===== config.mk =====
export PLATFORM = sky130hd
export DESIGN_NAME = rx_block_assembler
export DESIGN_NICKNAME = d
export VERILOG_FILES = /design/src/rtl/des_pkg.sv /design/src/rtl/idle_timer.sv /design/src/rtl/rx_block_assembler.sv
export SDC_FILE = /design/constraint.sdc
export NUM_CORES = 1
export LEC_CHECK = 0
export ABC_AREA = 0
export BUFFER_PORTS_ARGS = -buffer_cell sky130_fd_sc_hd__buf_2
export CAP_MARGIN = 5
export CORE_ASPECT_RATIO = 0.7
export CORE_MARGIN = 4
export CORE_UTILIZATION = 35
export CTS_BUF_LIST = sky130_fd_sc_hd__clkbuf_16
export CTS_CLUSTER_SIZE = 10
export DETAILED_ROUTE_END_ITERATION = 12
export PLACE_DENSITY = 0.51
export SLEW_MARGIN = 20
export SYNTH_ARGS = -nofsm -noshare
export SYNTH_HDL_FRONTEND = slang
export SYNTH_SLANG_ARGS = --single-unit

===== constraint.sdc =====
create_clock -name clk -period 5.35 [get_ports clk]
set_input_delay 0.535 -clock clk [delete_from_list [all_inputs] [get_ports clk]]
set_output_delay 0.535 -clock clk [all_outputs]
set_load 0.01 [all_outputs]

===== src/rtl/des_pkg.sv =====
// Shared block/byte types for the UART -> DES -> TX datapath.
// Also carries the small state enums used by the block assembler.
package des_pkg;
  localparam int BLOCK_BYTES = 8;
  localparam int BLOCK_W     = 8 * BLOCK_BYTES;

  typedef logic [BLOCK_W-1:0] block_t;
  typedef logic [7:0]         byte_t;

  typedef enum logic {ACC_IDLE, ACC_FILL}  acc_state_t;
  typedef enum logic {OUT_EMPTY, OUT_FULL} out_state_t;
endpackage


===== src/rtl/idle_timer.sv =====
// Idle counter with clear, enable and a terminal-count flag.
// o_tc is high during the cycle the count sits at TIMEOUT_CYCLES-1.
module idle_timer #(
  parameter int TIMEOUT_CYCLES = 1_000_000
) (
  input  logic i_clk,
  input  logic i_rst,
  input  logic i_clr,
  input  logic i_en,
  output logic o_tc
);
  localparam int CW =
    (TIMEOUT_CYCLES > 1) ? $clog2(TIMEOUT_CYCLES) : 1;
  localparam logic [CW-1:0] LAST = CW'(TIMEOUT_CYCLES - 1);

  logic [CW-1:0] r_cnt;
  logic          w_last;

  assign w_last = (r_cnt == LAST);

  always_ff @(posedge i_clk) begin
    if (i_rst || i_clr) begin
      r_cnt <= '0;
    end else if (i_en) begin
      r_cnt <= w_last ? '0 : r_cnt + CW'(1);
    end
  end

  assign o_tc = i_en && w_last;
endmodule


===== src/rtl/rx_block_assembler.sv =====
// Packs UART bytes into blocks, double-buffered toward the DES stage.
// Stalled partial blocks are dropped after an idle timeout.
module rx_block_assembler #(
  parameter int BLOCK_BYTES    = 8,
  parameter int TIMEOUT_CYCLES = 1_000_000
) (
  input  logic                           clk,
  input  logic                           rst,
  input  logic                           rx_valid,
  input  logic [7:0]                     rx_byte,
  output logic [8*BLOCK_BYTES-1:0]       blk_data,
  output logic                           blk_valid,
  input  logic                           blk_ready,
  output logic [$clog2(BLOCK_BYTES)-1:0] byte_count,
  output logic                           timeout,
  output logic                           overflow
);
  import des_pkg::*;

  localparam int W  = 8 * BLOCK_BYTES;
  localparam int CW = $clog2(BLOCK_BYTES);
  localparam logic [CW-1:0] LAST = CW'(BLOCK_BYTES - 1);

  acc_state_t     r_acc_st;
  out_state_t     r_out_st;
  logic           r_prev_valid;
  logic [W-1:0]   r_acc;
  logic [CW-1:0]  r_count;
  logic [W-1:0]   r_blk;
  logic           r_timeout;
  logic           r_overflow;

  byte_t          w_byte;
  logic           w_cap;
  logic           w_done;
  logic           w_hs;
  logic           w_tc;
  logic           w_expire;
  logic [W-1:0]   w_next;

  assign w_byte   = rx_byte;
  assign w_cap    = rx_valid && !r_prev_valid;
  assign w_done   = w_cap && (r_count == LAST);
  assign w_next   = {r_acc[W-9:0], w_byte};
  assign w_hs     = (r_out_st == OUT_FULL) && blk_ready;
  assign w_expire = w_tc && !w_cap;

  idle_timer #(
    .TIMEOUT_CYCLES(TIMEOUT_CYCLES)
  ) u_timer (
    .i_clk (clk),
    .i_rst (rst),
    .i_clr (w_cap || w_expire),
    .i_en  (r_acc_st == ACC_FILL),
    .o_tc  (w_tc)
  );

  // Resets high so a strobe already up at reset release is ignored.
  always_ff @(posedge clk) begin
    if (rst) r_prev_valid <= 1'b1;
    else     r_prev_valid <= rx_valid;
  end

  always_ff @(posedge clk) begin
    if (rst) begin
      r_acc_st  <= ACC_IDLE;
      r_acc     <= '0;
      r_count   <= '0;
      r_timeout <= 1'b0;
    end else begin
      r_timeout <= 1'b0;
      unique case (r_acc_st)
        ACC_IDLE: begin
          if (w_cap) begin
            r_acc    <= w_next;
            r_count  <= r_count + CW'(1);
            r_acc_st <= ACC_FILL;
          end
        end
        ACC_FILL: begin
          if (w_cap) begin
            r_acc <= w_next;
            if (w_done) begin
              r_count  <= '0;
              r_acc_st <= ACC_IDLE;
            end else begin
              r_count  <= r_count + CW'(1);
            end
          end else if (w_expire) begin
            r_acc     <= '0;
            r_count   <= '0;
            r_acc_st  <= ACC_IDLE;
            r_timeout <= 1'b1;
          end
        end
      endcase
    end
  end

  // A completion while full and unaccepted is dropped, old block kept.
  always_ff @(posedge clk) begin
    if (rst) begin
      r_out_st   <= OUT_EMPTY;
      r_blk      <= '0;
      r_overflow <= 1'b0;
    end else begin
      unique case (r_out_st)
        OUT_EMPTY: begin
          if (w_done) begin
            r_blk    <= w_next;
            r_out_st <= OUT_FULL;
          end
        end
        OUT_FULL: begin
          if (w_done && w_hs) begin
            r_blk <= w_next;
          end else if (w_done) begin
            r_overflow <= 1'b1;
          end else if (w_hs) begin
            r_out_st <= OUT_EMPTY;
          end
        end
      endcase
    end
  end

  assign blk_data   = r_blk;
  assign blk_valid  = (r_out_st == OUT_FULL);
  assign byte_count = r_count;
  assign timeout    = r_timeout;
  assign overflow   = r_overflow;
endmodule


* Word-level counts from Yosys, hierarchy flattened
Cells that the tools add are included.
** Operators by class
- Add/sub/neg operators :: 2
- Eq/ne operators :: 6
- Multiplexer cells :: 24
- Bitwise logic cells :: 3
- Reduce and logical (&&, ||, !) cells :: 14
** Operators with widths (count)
- two-way mux 56 bit :: 3
- two-way mux 64 bit :: 2
- one-hot mux 64 bit (2 select lines) :: 1
- one-hot mux 56 bit (2 select lines) :: 1
- adder 20 x 1 -> 20 bit (second input constant) :: 1
- equality test 20 bit (second input constant) :: 1
- two-way mux 20 bit :: 1
- two-way mux 3 bit :: 4
- two-way mux 1 bit :: 9
- logical AND 1 bit :: 6
- one-hot mux 3 bit (2 select lines) :: 1
- inequality test 2 bit (second input constant) :: 2
- one-hot mux 1 bit (2 select lines) :: 2
- AND reduction 2 bit :: 2
- adder 3 x 1 -> 3 bit (second input constant) :: 1
- equality test 3 bit (second input constant) :: 1
- inequality test 3 x 1 -> 1 bit (second input constant) :: 1
- NOT 1 bit :: 3
- AND reduction 3 bit :: 1
- OR reduction 3 bit :: 1
- logical NOT 1 bit :: 2
- logical OR 1 bit :: 2
- inequality test 2 x 1 -> 1 bit (second input constant) :: 1
** Storage, ports and cells
- Bits in registers :: 148

* Longest topological paths before layout
Gate-level depths: netlist (run 1).
- Depth in word-level cells :: 7
- Depth in mapped cells :: 7
- Mapped depth without buffers :: 6

* Modules after synthesis
From an unflattened synthesis (run 1), not the netlist that was laid out.
** Second synthesis, totals
- Cell total of the unflattened synthesis :: 674
- Area, all modules :: 6318.6 um^2
** Modules (own cells, without submodules)
- rx_block_assembler :: times used 1, cells each 563, area an instance 5252.5 um^2, seq. area each 2562.5 um^2
- idle_timer :: times used 1, cells each 111, area an instance 1066.0 um^2, seq. area each 400.4 um^2

* Worst setup path after synthesis (run 1)
No wires, ideal clock.
- Path kind :: input to register
- From :: input port rst
- To :: register r_count[0] (netlist: byte_count[0])
- Arrival :: 1.734 ns
- Path slack :: 3.556 ns
- Stages :: 6
- Cell sequence :: clkbuf_1 or2_2 clkbuf_1 a31oi_1 buf_2 mux2_2
** RTL lines
- start: declaration :: RTL line rx_block_assembler.sv:8 : input logic rst,
- end signal: assignment :: RTL line rx_block_assembler.sv:76 : r_count <= r_count + CW'(1);
- end signal: assignment :: RTL line rx_block_assembler.sv:87 : r_count <= r_count + CW'(1);
- end: declaration :: RTL line rx_block_assembler.sv:28 : logic [CW-1:0] r_count;

* Worst setup path after layout (run 1)
- From :: register r_count[0] (netlist: byte_count[0])
- To :: register r_blk[23] (netlist: blk_data[23])
** On the way
- Word-level cells in the longest chain between the ends :: 5
** RTL lines
- equality test 3 bit * :: RTL line rx_block_assembler.sv:43 : assign w_done = w_cap && (r_count == LAST);
- logical AND 1 bit * :: RTL line rx_block_assembler.sv:43
- logical AND 1 bit :: RTL line rx_block_assembler.sv:115 : if (w_done && w_hs) begin
- inequality test 2 x 1 -> 1 bit (no source line)
- AND reduction 2 bit (no source line) *
- end signal: assignment :: RTL line rx_block_assembler.sv:110 : r_blk <= w_next;
- end signal: assignment :: RTL line rx_block_assembler.sv:116 : r_blk <= w_next;
- end: declaration :: RTL line rx_block_assembler.sv:29 : logic [W-1:0] r_blk;
Mark *: on every way between the ends. The rest lies on a longest branch, timed or not.
A chain may end at the register's enable or synchronous reset.

==> metrics.log, run 1 <==
INFO  metric grt_start_max_net_pins = 71
INFO  metric critPathMaxFanout = 36
INFO  metric clkLatencyLatePin = 0.42 ns
INFO  metric cts-htree-levels = 4
INFO  metric ir_worst_vdd = 0.234 mV
INFO  metric setup_violations = 0
INFO  metric critical_path.n_buffers_inverters = 1
INFO  metric async_reset_ff_share = 0%
INFO  metric cts-resized-gates = 0
INFO  metric final_nets = 630
INFO  metric starting_density_of_the_core = approximately 36%
INFO  metric routed_vias = 4,081
INFO  metric layout.cells.non_filler = about 800
INFO  metric main_area_contributors_after_synthesis = dfxtp_1 58%, a22o_1 9.9%, nand2_1 9.9%
INFO  metric final.period_utilization = 41.2%
INFO  metric grt_first_pass_wirelength = 19,700 µm
INFO  metric track_usage = 14.8%
INFO  metric finalClockSkew = around 0.012 ns
INFO  metric post-synth-top-area-fraction = 57.8%
INFO  metric drc_errors = 0
INFO  metric critPathMaxStageDelay = about 0.57 ns
INFO  metric postLayoutCellArea = 6320 µm²
INFO  metric postSynthAreaPerCell = roughly 9.4 µm²
INFO  metric final_worst_setup_slack = 3.15 ns
INFO  metric antennaDiodeCount = 0
INFO  metric number_of_endpoints_with_negative_hold_slack_in_the_final_report = 0
INFO  metric r2r_setup_slack = 3.15 ns
INFO  metric p_leak = about 2.5 nW
INFO  metric dpl.cell_count = 786
INFO  metric power = 2.38 mW
INFO  metric crit_path_cell_trace = ha_1 > ha_1 > nand3_2 > buf_4 > nand2_1 > a21oi_1
INFO  metric yosys.area_share.adder = 0.732%
INFO  metric grt_setup_unrepaired = false
INFO  metric slew-limit-headroom = 50.2%
INFO  metric antenna_found_initial = 0
INFO  metric final-max-slew-violation-count = 0
INFO  metric place_hpwl = 7740 µm
INFO  metric synthDominantAreaCellType = dfxtp_1
INFO  metric count_of_cell_instances_traversed_by_the_critical_path = 6
INFO  metric ant_nets = 0
INFO  metric worst_setup_hold_path_clk_slew = 0.06 ns
INFO  metric dieArea = 16,700 µm²
INFO  metric clock-root-buffer = clkbuf_16
INFO  metric routabilityCongestion = between 0.7 and 0.8
INFO  metric post_cts_buffers = 0
INFO  metric max_cap_violation_count = 0
INFO  metric die_width = 153 µm
INFO  metric worst_path_dominant_cell_family = simple AND/OR/NAND/NOR gates
INFO  metric critPathRequiredTime = approximately 5.6 ns
INFO  metric period_needed = around 2.2 ns
INFO  metric worstPathArrival = 2.47 ns
INFO  metric outcome = finished, final reports clean
INFO  metric final_util = between 40% and 50%
INFO  metric hold_class = primary input to flip-flop
INFO  metric cts_inserted_buffers = 17
INFO  metric synth_simple_gate_area_share = roughly 17%
INFO  metric critical_path.reg2reg.endpoint = blk_data[23]$_SDFFE_PP0P_
INFO  metric critical_path.reg2reg.startpoint = byte_count[0]$_SDFFE_PP0P_
INFO  metric first_iteration_detailed_routing_drc_count = 217
INFO  metric max_freq = 0.454 GHz
INFO  metric crit_type = flip-flop to flip-flop
INFO  metric layout_cell_share_with_drive_strength_beyond_1 = 20.2%
INFO  metric coreArea = 14,100 µm²
INFO  metric avgRoutedWirePerCell = about 15 µm
INFO  metric hold_ws = 0.351 ns
INFO  metric row_count = 36
INFO  metric post_synthesis_instance_area = 5130 µm²
INFO  metric muxShareOfSynthArea = 0.220%
INFO  metric cts_tree = built
INFO  metric critPathLaunchType = flip-flop
INFO  metric synth_enable_flop_cells = 0
INFO  metric timing.critical_path.mode_cell = ha_1
INFO  metric ctsHoldBuffers = 0
INFO  metric via_density_per_instance = 4.99
INFO  metric end_kind = flip-flop
INFO  metric synthCells = around 550
INFO  metric r2r_cells = 6
INFO  metric clock_tree.buffer_depth = 2
INFO  metric seq_area_frac_synth = 57.8%
INFO  metric critPathCapture = blk_data[23]$_SDFFE_PP0P_
INFO  metric port-buffer-count = 81
INFO  metric ios = 82
INFO  metric wl = between 10,000 and 15,000 µm
INFO  metric synth_nets = 562
INFO  metric highest_delay_cell_along_the_critical_path = nand3_2
INFO  metric final.setup.tns = 0 ns
INFO  metric synth_ff_type = dfxtp_1
INFO  metric synth_compound_gate_area_share = about a fifth
INFO  metric power_density = 378 nW/µm²
INFO  metric dpl_worst_slack = approximately 2.8 ns
INFO  metric clock_sink_count = roughly 150
INFO  metric worst_setup_path_startpoint = byte_count[0]$_SDFFE_PP0P_
INFO  metric grt.overflow.total = 0
INFO  metric netlist-cell-type-count = 38
INFO  metric y_dimension_of_the_die = 109 µm
INFO  metric synth_top_family_by_area = compound AO/OA/AOI/OAI gates
INFO  metric worstMarginPinSlew = about 0.75 ns
INFO  metric parity_gate_share_of_the_synthesized_area_counting_xor_and_xnor_cells = 1.88%
INFO  metric first_global_vias = 3,841
INFO  metric syn2layout_area_growth = 23.2%
INFO  metric yosys_warnings = 0
INFO  metric dpl-instance-area = 5690 µm²
INFO  metric final_common_cell = dfxtp_1
INFO  metric dr.pass1.iters = 5
INFO  metric synth-seq-cells = between 100 and 150
INFO  metric mostFrequentLayoutCells = 148 x dfxtp_1, 135 x nand2_1, 81 x buf_2
[per-layer routing]
layer | GRT usage, % | share of wire, % | up-vias
met4 | 5.15 | 0.87 | 0
met5 | 0 | 0 | -
li1 | - | - | 2051
met2 | 21.6 | 43 | 90
met3 | 5.12 | 4.6 | 8
met1 | 20.4 | 52 | 1932
[worst min path at each step]
stage	depth (start not counted)	from	slack, ns	end
after floorplan	2	r_acc[48]$_SDFFE_PP0P_	0.43	blk_data[56]$_SDFFE_PP0P_
after global placement	2	blk_data[8]$_SDFFE_PP0P_	0.44	blk_data[8]$_SDFFE_PP0P_
after detailed placement	2	blk_data[49]$_SDFFE_PP0P_	0.45	blk_data[49]$_SDFFE_PP0P_
after CTS	2	rx_valid	0.33	r_prev_valid$_SDFF_PP1_
after global routing	2	rx_valid	0.34	r_prev_valid$_SDFF_PP1_
final	2	rx_valid	0.35	r_prev_valid$_SDFF_PP1_
[cell usage after synthesis (5+ instances only)]
cell,count
nor2_1,15
xnor2_1,7
nand3_1,7
a22o_1,58
clkbuf_1,28
nand4_1,6
buf_2,9
nand2_1,135
nor4_1,5
dfxtp_1,148
a21oi_1,74
[final cells by class]
type                            instances  area, µm²
Fill cell                            1416       7830
Sequential cell                       148       2960
Multi-Input combinational cell        358       2040
Timing Repair Buffer                   86        443
Clock buffer                           17        425
Tap cell                              190        238
Clock inverter                         15        189
Inverter                                4       15.0
[cell families after synthesis]
logic type | after synthesis
xor gates and xnor gates | 11
adders and majority gates | 3
DFF | 148
muxes | 1
AOI/OAI and AO/OA | 147
buffers and inverters | 41
and+or+nand+nor | 196
[state kept, by name, indices dropped and copies added (netlist names)]
register / count
overflow: 1
blk_valid: 1
u_timer.r_cnt: 20
r_prev_valid: 1
blk_data: 64
r_acc_st: 1
byte_count: 3
timeout: 1
r_acc: 56
[power breakdown]
group          total [mW]  leakage, nW  internal, mW  switching, mW
logic              0.0424        0.963        0.0118         0.0306
clock network        1.23        0.295         0.775          0.456
registers            1.11         1.19          1.11        0.00482
Power figures use the tool's default switching activity.
==> run 2: changes to the inputs <==
- PLACE_DENSITY: 0.51 -> 0.53
- clock period: 5.35 -> 2 ns (I/O delays scaled with it)
==> run 2 against run 1 <==
Worst hold slack worse by 0.33 ns. Sequential power grew to 2.7 times the previous value. Power grew to 2.6 times the previous value. Fmax is 18% higher. Count of clock-buffer cells in the layout stayed put. Via count is 1.3% higher. Largest cell class unchanged. Highest routed layer unchanged.
==> metrics.log, run 2 (synthesis results as in run 1) <==
INFO  metric hold_depth = 2 (unchanged)
INFO  metric first_global_vias = 3,901 (was 3,841)
INFO  metric dpl_worst_slack = 0.105 ns (was 2.76 ns)
INFO  metric register_area = 2960 µm² (unchanged)
INFO  metric final_worst_setup_slack = 0.125 ns (was 3.15 ns)
INFO  metric number_of_endpoints_with_negative_hold_slack_in_the_final_report = 0 (unchanged)
INFO  metric cts-htree-levels = 4 (unchanged)
INFO  metric track_usage = 15.4% (was 14.8%)
INFO  metric crit_type = flip-flop to flip-flop (unchanged)
INFO  metric clock_tree.buffer_depth = 2 (unchanged)
INFO  metric wl = 12,400 µm (was 12,100 µm)
INFO  metric final.setup.tns = 0 ns (unchanged)
INFO  metric worst_setup_hold_path_clk_slew = 0.06 ns (about the same)
INFO  metric row_count = 36 (unchanged)
INFO  metric routed_vias = 4,134 (was 4,081)
INFO  metric antennaDiodeCount = 0 (unchanged)
INFO  metric slew-limit-headroom = 69.0% (was 50.2%)
INFO  metric detail_route.wirelength.met1 = 6690 µm (was 6270 µm)
INFO  metric grt_first_pass_wirelength = 20,700 µm (was 19,700 µm)
INFO  metric routabilityCongestion = 0.806 (was 0.749)
INFO  metric ant_nets = 0 (unchanged)
INFO  metric cts_tree = built (unchanged)
INFO  metric p_leak = 2.48 nW (was 2.45 nW)
INFO  metric via_density_per_instance = 5.00 (was 4.99)
INFO  metric avgRoutedWirePerCell = 15.1 µm (was 14.8 µm)
INFO  metric ios = 82 (unchanged)
INFO  metric grt_setup_unrepaired = false (unchanged)
INFO  metric syn2layout_area_growth = 24.4% (was 23.2%)
INFO  metric final.fill_count = 1,413 (was 1,416)
INFO  metric first_iteration_detailed_routing_drc_count = 367 (was 217)
INFO  metric total_area_of_multi_input_combinational_cells = 2040 µm² (about the same)
INFO  metric coreArea = 14,100 µm² (unchanged)
INFO  metric mostFrequentLayoutCells = 148 x dfxtp_1, 135 x nand2_1, 81 x buf_2 (unchanged)
INFO  metric setup_violations = 0 (unchanged)
INFO  metric wl_met3 = 540 µm (was 556 µm)
INFO  metric clkLatencyLatePin = 0.41 ns (was 0.42 ns)
INFO  metric place_hpwl = 8320 µm (was 7740 µm)
INFO  metric hold_class = primary input to flip-flop (unchanged)
INFO  metric layout_cell_share_with_drive_strength_beyond_1 = 21.1% (was 20.2%)
INFO  metric y_dimension_of_the_die = 109 µm (unchanged)
INFO  metric r2r_cells = 5 (was 6)
INFO  metric ir_worst_vdd = 0.560 mV (was 0.234 mV)
INFO  metric cts_inserted_buffers = 17 (unchanged)
INFO  metric max_cap_violation_count = 0 (unchanged)
INFO  metric grt.overflow.total = 0 (unchanged)
INFO  metric die_width = 153 µm (unchanged)
INFO  metric critPathRequiredTime = 2.34 ns (was 5.62 ns)
INFO  metric clock-root-buffer = clkbuf_16 (unchanged)
INFO  metric critPathMaxFanout = 6 (was 36)
INFO  metric final-max-slew-violation-count = 0 (unchanged)
INFO  metric final.period_utilization = 93.7% (was 41.2%)
INFO  metric routed_length_on_met2 = 5120 µm (was 5170 µm)
INFO  metric period_needed = 1.87 ns (was 2.20 ns)
INFO  metric final_nets = 638 (was 630)
INFO  metric worstPathArrival = 2.21 ns (was 2.47 ns)
INFO  metric max_freq = 0.533 GHz (was 0.454 GHz)
INFO  metric grt_start_max_net_pins = 65 (was 71)
INFO  metric hold_ws = 0.0244 ns (was 0.351 ns)
INFO  metric dr.pass1.iters = 4 (was 5)
INFO  metric clock_sink_count = 148 (unchanged)
INFO  metric worstMarginPinSlew = 0.465 ns (was 0.747 ns)
INFO  metric critPathLaunchType = flip-flop (unchanged)
INFO  metric flip_flop_count_of_the_largest_register_after_layout = 64 (unchanged)
INFO  metric end_kind = flip-flop (unchanged)
INFO  metric drc_errors = 0 (unchanged)
INFO  metric dieArea = 16,700 µm² (unchanged)
INFO  metric starting_density_of_the_core = 36.3% (unchanged)
INFO  metric finalClockSkew = 0.0126 ns (was 0.0123 ns)
INFO  metric final_common_cell = dfxtp_1 (unchanged)
INFO  metric outcome = finished, final reports clean (unchanged)
INFO  metric antenna_found_initial = 0 (unchanged)
INFO  metric power_density = 962 nW/µm² (was 378 nW/µm²)
INFO  metric port-buffer-count = 81 (unchanged)
INFO  metric dr.max_layer_used = met4 (unchanged)
## run 2: cell count changes in the layout (fill, tap and decap cells not counted), sizes merged
cell         delta
dlygate4sd3     +1
inv             -1
clkinv          +3
buf             +7
bufinv          -2
## run 2: timing repair
item | in CTS | in global routing
buffers inserted | 0 | 0
hold endpoints to repair | 1 | 0
endpoints found under the setup margin | 0 | 1
resized for setup | 0 | 1
hold buffers | 1 | 0
## run 2: cell type report
class                           instances  share of cell area, %
Tap cell                              190                   3.73
Clock buffer                           17                   6.67
Sequential cell                       148                   46.5
Multi-Input combinational cell        358                   32.0
Timing Repair Buffer                   94                   8.71
Clock inverter                         15                   2.22
Inverter                                4                  0.235
## run 2: worst max-delay path, stage by stage (launching register included)
cell and delay, ns:
dfxtp_1 0.39, ha_1 0.24, nand3_2 0.13, or3_4 0.42, or4_1 0.47, a21oi_1 0.16
## run 2: metal layers
metal,track usage [%],vias up
met1,22.6,1981
met2,22.1,81
met4,4.58,0
met5,0,-
met3,4.28,7
li1,-,2065
## run 2: path summary, 6_finish.rpt
path	slack, ns	start	endpoint
setup / recovery	0.13	u_timer.r_cnt[0]$_SDFFE_PP0P_	u_timer.r_cnt[18]$_SDFFE_PP0P_
setup reg to reg	0.13	u_timer.r_cnt[0]$_SDFFE_PP0P_	u_timer.r_cnt[18]$_SDFFE_PP0P_
hold / removal	0.02	rx_byte[3]	r_acc[3]$_SDFFE_PP0P_
hold reg to reg	0.45	blk_data[54]$_SDFFE_PP0P_	blk_data[54]$_SDFFE_PP0P_
## run 2: stage by stage
stage	instances	power (mW)	cell area (µm²)	utilization (%)
6_report	826	6.14	6380	45.1
5_1_grt	826	6.35	6380	45.1
4_1_cts	826	6.21	6370	45.1
3_5_place_dp	793	3.17	5800	41.0
3_3_place_gp	793	3.16	5800	41.0
2_1_floorplan	547	3.11	5130	-
## run 2: power by group
part	total, mW	switching [mW]	internal (mW)
Sequential	2.97	0.0112	2.96
Combinational	0.132	0.0881	0.0437
Clock	3.03	1.21	1.82
Total	6.14	1.31	4.82
==> run 3: changes to the inputs <==
- HOLD_SLACK_MARGIN: default -> 0.08
==> run 3 against run 2 <==
Wire length rose by 1.0%. Utilization rose by 0.57 points. Non-clock buffer count rose by 8. Highest routed layer unchanged. Flip-flop and latch count did not move. Register-to-register slack barely moved. Fmax fell by 0.41%. Largest cell class unchanged. Global-route usage rose by 0.15 points. Final area rose by 1.3%. Via count rose by 0.73%. Clock power barely moved. Sequential share of layout area fell by 0.58 points. Clock skew barely moved.
==> metrics.log, run 3 (synthesis results as in run 1) <==
INFO  metric reg_power_share = 48.5% (was 48.4%)
INFO  metric y_dimension_of_the_die = 109 µm (unchanged)
INFO  metric final.period_utilization = 94.1% (was 93.7%)
INFO  metric first_iteration_detailed_routing_drc_count = 331 (was 367)
INFO  metric coreArea = 14,100 µm² (unchanged)
INFO  metric end_kind = flip-flop (unchanged)
INFO  metric outcome = finished, final reports clean (unchanged)
INFO  metric critical_path.n_buffers_inverters = 1 (was 0)
INFO  metric wl = 12,600 µm (was 12,400 µm)
INFO  metric slew-limit-headroom = 68.2% (was 69.0%)
INFO  metric worstMarginPinSlew = 0.477 ns (was 0.465 ns)
INFO  metric cts-htree-levels = 4 (unchanged)
INFO  metric finalClockSkew = 0.0129 ns (was 0.0126 ns)
INFO  metric power = 6.13 mW (was 6.14 mW)
INFO  metric clkLatencyLatePin = 0.41 ns (about the same)
INFO  metric final_worst_setup_slack = 0.118 ns (was 0.125 ns)
INFO  metric critPathRequiredTime = 2.29 ns (was 2.34 ns)
INFO  metric r2r_setup_slack = 0.12 ns (was 0.13 ns)
INFO  metric place_hpwl = 8320 µm (unchanged)
INFO  metric avgRoutedWirePerCell = 15.1 µm (about the same)
INFO  metric hold_class = primary input to flip-flop (unchanged)
INFO  metric drc_errors = 0 (unchanged)
INFO  metric routabilityCongestion = 0.806 (unchanged)
INFO  metric setup_violations = 0 (unchanged)
INFO  metric clock_sink_count = 148 (unchanged)
INFO  metric worst_setup_path_startpoint = u_timer.r_cnt[0]$_SDFFE_PP0P_ (unchanged)
INFO  metric dr.pass1.iters = 4 (unchanged)
INFO  metric max_cap_violation_count = 0 (unchanged)
INFO  metric grt.overflow.total = 0 (unchanged)
INFO  metric hold-path-endpoint = blk_valid$_SDFF_PP0_ (was r_acc[3]$_SDFFE_PP0P_)
INFO  metric routed_vias = 4,164 (was 4,134)
INFO  metric ir_worst_vdd = 0.549 mV (was 0.560 mV)
INFO  metric crit_path_cell_trace = ha_1 > nor2b_1 > and4_1 > a31oi_4 > buf_4 > mux2_2 (was ha_1 > nand3_2 > or3_4 > or4_1 > a21oi_1)
INFO  metric track_usage = 15.6% (was 15.4%)
INFO  metric clock_tree.buffer_depth = 2 (unchanged)
INFO  metric intPower = 4.83 mW (was 4.82 mW)
INFO  metric p_comb_share = 2.4% (was 2.1%)
INFO  metric mostFrequentLayoutCells = 148 x dfxtp_1, 135 x nand2_1, 81 x buf_2 (unchanged)
INFO  metric layout_cell_share_with_drive_strength_beyond_1 = 20.8% (was 21.1%)
INFO  metric final_common_cell = dfxtp_1 (unchanged)
INFO  metric final-max-slew-violation-count = 0 (unchanged)
INFO  metric period_needed = 1.88 ns (was 1.87 ns)
INFO  metric post_cts_buffers = 0 (unchanged)
INFO  metric ios = 82 (unchanged)
INFO  metric critPathMaxFanout = 11 (was 6)
INFO  metric p_leak = 2.51 nW (was 2.48 nW)
INFO  metric cts_tree = built (unchanged)
INFO  metric highest_delay_cell_along_the_critical_path = dfxtp_1 (was or4_1)
INFO  metric starting_density_of_the_core = 36.3% (unchanged)
INFO  metric grt_start_max_net_pins = 65 (unchanged)
INFO  metric dieArea = 16,700 µm² (unchanged)
INFO  metric worst_setup_hold_path_clk_slew = 0.06 ns (about the same)
INFO  metric grt_first_pass_wirelength = 21,000 µm (was 20,700 µm)
INFO  metric flip_flop_count_of_the_largest_register_after_layout = 64 (unchanged)
INFO  metric switching_power = 1.30 mW (was 1.31 mW)
INFO  metric critical_path.reg2reg.endpoint = byte_count[0]$_SDFFE_PP0P_ (was u_timer.r_cnt[18]$_SDFFE_PP0P_)
INFO  metric cts_inserted_buffers = 17 (unchanged)
INFO  metric antennaDiodeCount = 0 (unchanged)
INFO  metric dpl_worst_slack = 0.105 ns (unchanged)
INFO  metric first_global_vias = 3,951 (was 3,901)
INFO  metric critical_path.reg2reg.startpoint = u_timer.r_cnt[0]$_SDFFE_PP0P_ (unchanged)
INFO  metric final.setup.tns = 0 ns (unchanged)
INFO  metric clock-root-buffer = clkbuf_16 (unchanged)
INFO  metric critPathLaunchType = flip-flop (unchanged)
INFO  metric r2r_cells = 6 (was 5)
INFO  metric row_count = 36 (unchanged)
INFO  metric die_width = 153 µm (unchanged)
INFO  metric power_density = 950 nW/µm² (was 962 nW/µm²)
INFO  metric syn2layout_area_growth = 25.9% (was 24.4%)
INFO  metric via_density_per_instance = 4.99 (was 5.00)
INFO  metric share_clk_of_total_power = 49.2% (was 49.4%)
INFO  metric ant_nets = 0 (unchanged)
INFO  metric grt_setup_unrepaired = false (unchanged)
INFO  metric worst_path_dominant_cell_family = simple AND/OR/NAND/NOR gates (unchanged)
INFO  metric hold_depth = 3 (was 2)
INFO  metric number_of_endpoints_with_negative_hold_slack_in_the_final_report = 0 (unchanged)
INFO  metric final.fill_count = 1,405 (was 1,413)
INFO  metric final_nets = 646 (was 638)
INFO  metric timing.hold.worst.start = blk_ready (was rx_byte[3])
INFO  metric port-buffer-count = 81 (unchanged)
INFO  metric max_freq = 0.531 GHz (was 0.533 GHz)
INFO  metric crit_type = flip-flop to flip-flop (unchanged)
INFO  metric critPathMaxStageDelay = 0.39 ns (was 0.47 ns)
INFO  metric worstPathArrival = 2.18 ns (was 2.21 ns)
INFO  metric switching_share = 21.2% (was 21.4%)
INFO  metric antenna_found_initial = 0 (unchanged)
## run 3: changes by cell type in the layout (fill, tap and decap cells not counted)
cell	change
dlygate4sd3_1	+8
## run 3: layout make-up
type	instances	area [µm²]	share of cell area [%]
well taps	190	238	3.68
inverters	4	15.0	0.233
repair buffers	102	636	9.84
clock buffers	17	425	6.59
clock inverters	15	141	2.19
multi-input cells	358	2040	31.6
flip-flops and latches	148	2960	45.9
## run 3: how the worst max path moves through the flow
stage / endpoint / cells after the start / slack, ns
global placement: u_timer.r_cnt[18]$_SDFFE_PP0P_ / 5 / 0.15
finish: byte_count[0]$_SDFFE_PP0P_ / 6 / 0.12
global route: u_timer.r_cnt[18]$_SDFFE_PP0P_ / 5 / 0.004
CTS: u_timer.r_cnt[18]$_SDFFE_PP0P_ / 5 / 0.08
floorplan: u_timer.r_cnt[18]$_SDFFE_PP0P_ / 5 / 0.26
detailed placement: u_timer.r_cnt[18]$_SDFFE_PP0P_ / 5 / 0.11
## run 3: routing by layer
metal	global-route usage [%]	wire [µm]	up-vias	share of wire [%]
li1	-	-	2080	-
met4	4.58	33	0	0.26
met2	22.5	5290	79	42
met3	4.20	553	2	4.4
met1	22.8	6700	2003	53
met5	0	0	-	0
## run 3: worst register-to-register path, stage by stage, from the launching register on
cell,delay [ns]
dfxtp_1,0.39
ha_1,0.24
nor2b_1,0.21
and4_1,0.33
a31oi_4,0.13
buf_4,0.20
mux2_2,0.26
## run 3: power groups by stage
| stage | combinational [mW] | sequential [mW] | clock (mW) |
|---|---|---|---|
| after floorplan | 0.0790 | 3.03 | 0 |
| after global placement | 0.129 | 3.04 | 0 |
| after detailed placement | 0.131 | 3.04 | 0 |
| after CTS | 0.145 | 2.97 | 3.10 |
| after global routing | 0.159 | 2.97 | 3.23 |
| final | 0.144 | 2.97 | 3.02 |
## run 3: timing repair
item,4_1_cts,5_1_grt
resized for setup,0,1
hold buffers,9,0
endpoints found under the hold margin,17,0
endpoints found under the setup margin,0,1
## run 3: through the flow
step | hold WS [ns] | instance area, µm² | utilization, % | cells
final | 0.139 | 6460 | 45.7 | 834
after global routing | 0.130 | 6460 | 45.7 | 834
after CTS | 0.110 | 6450 | 45.6 | 834
after detailed placement | 0.435 | 5800 | 41.0 | 793
after global placement | 0.426 | 5800 | 41.0 | 793
after floorplan | 0.307 | 5130 | - | 547
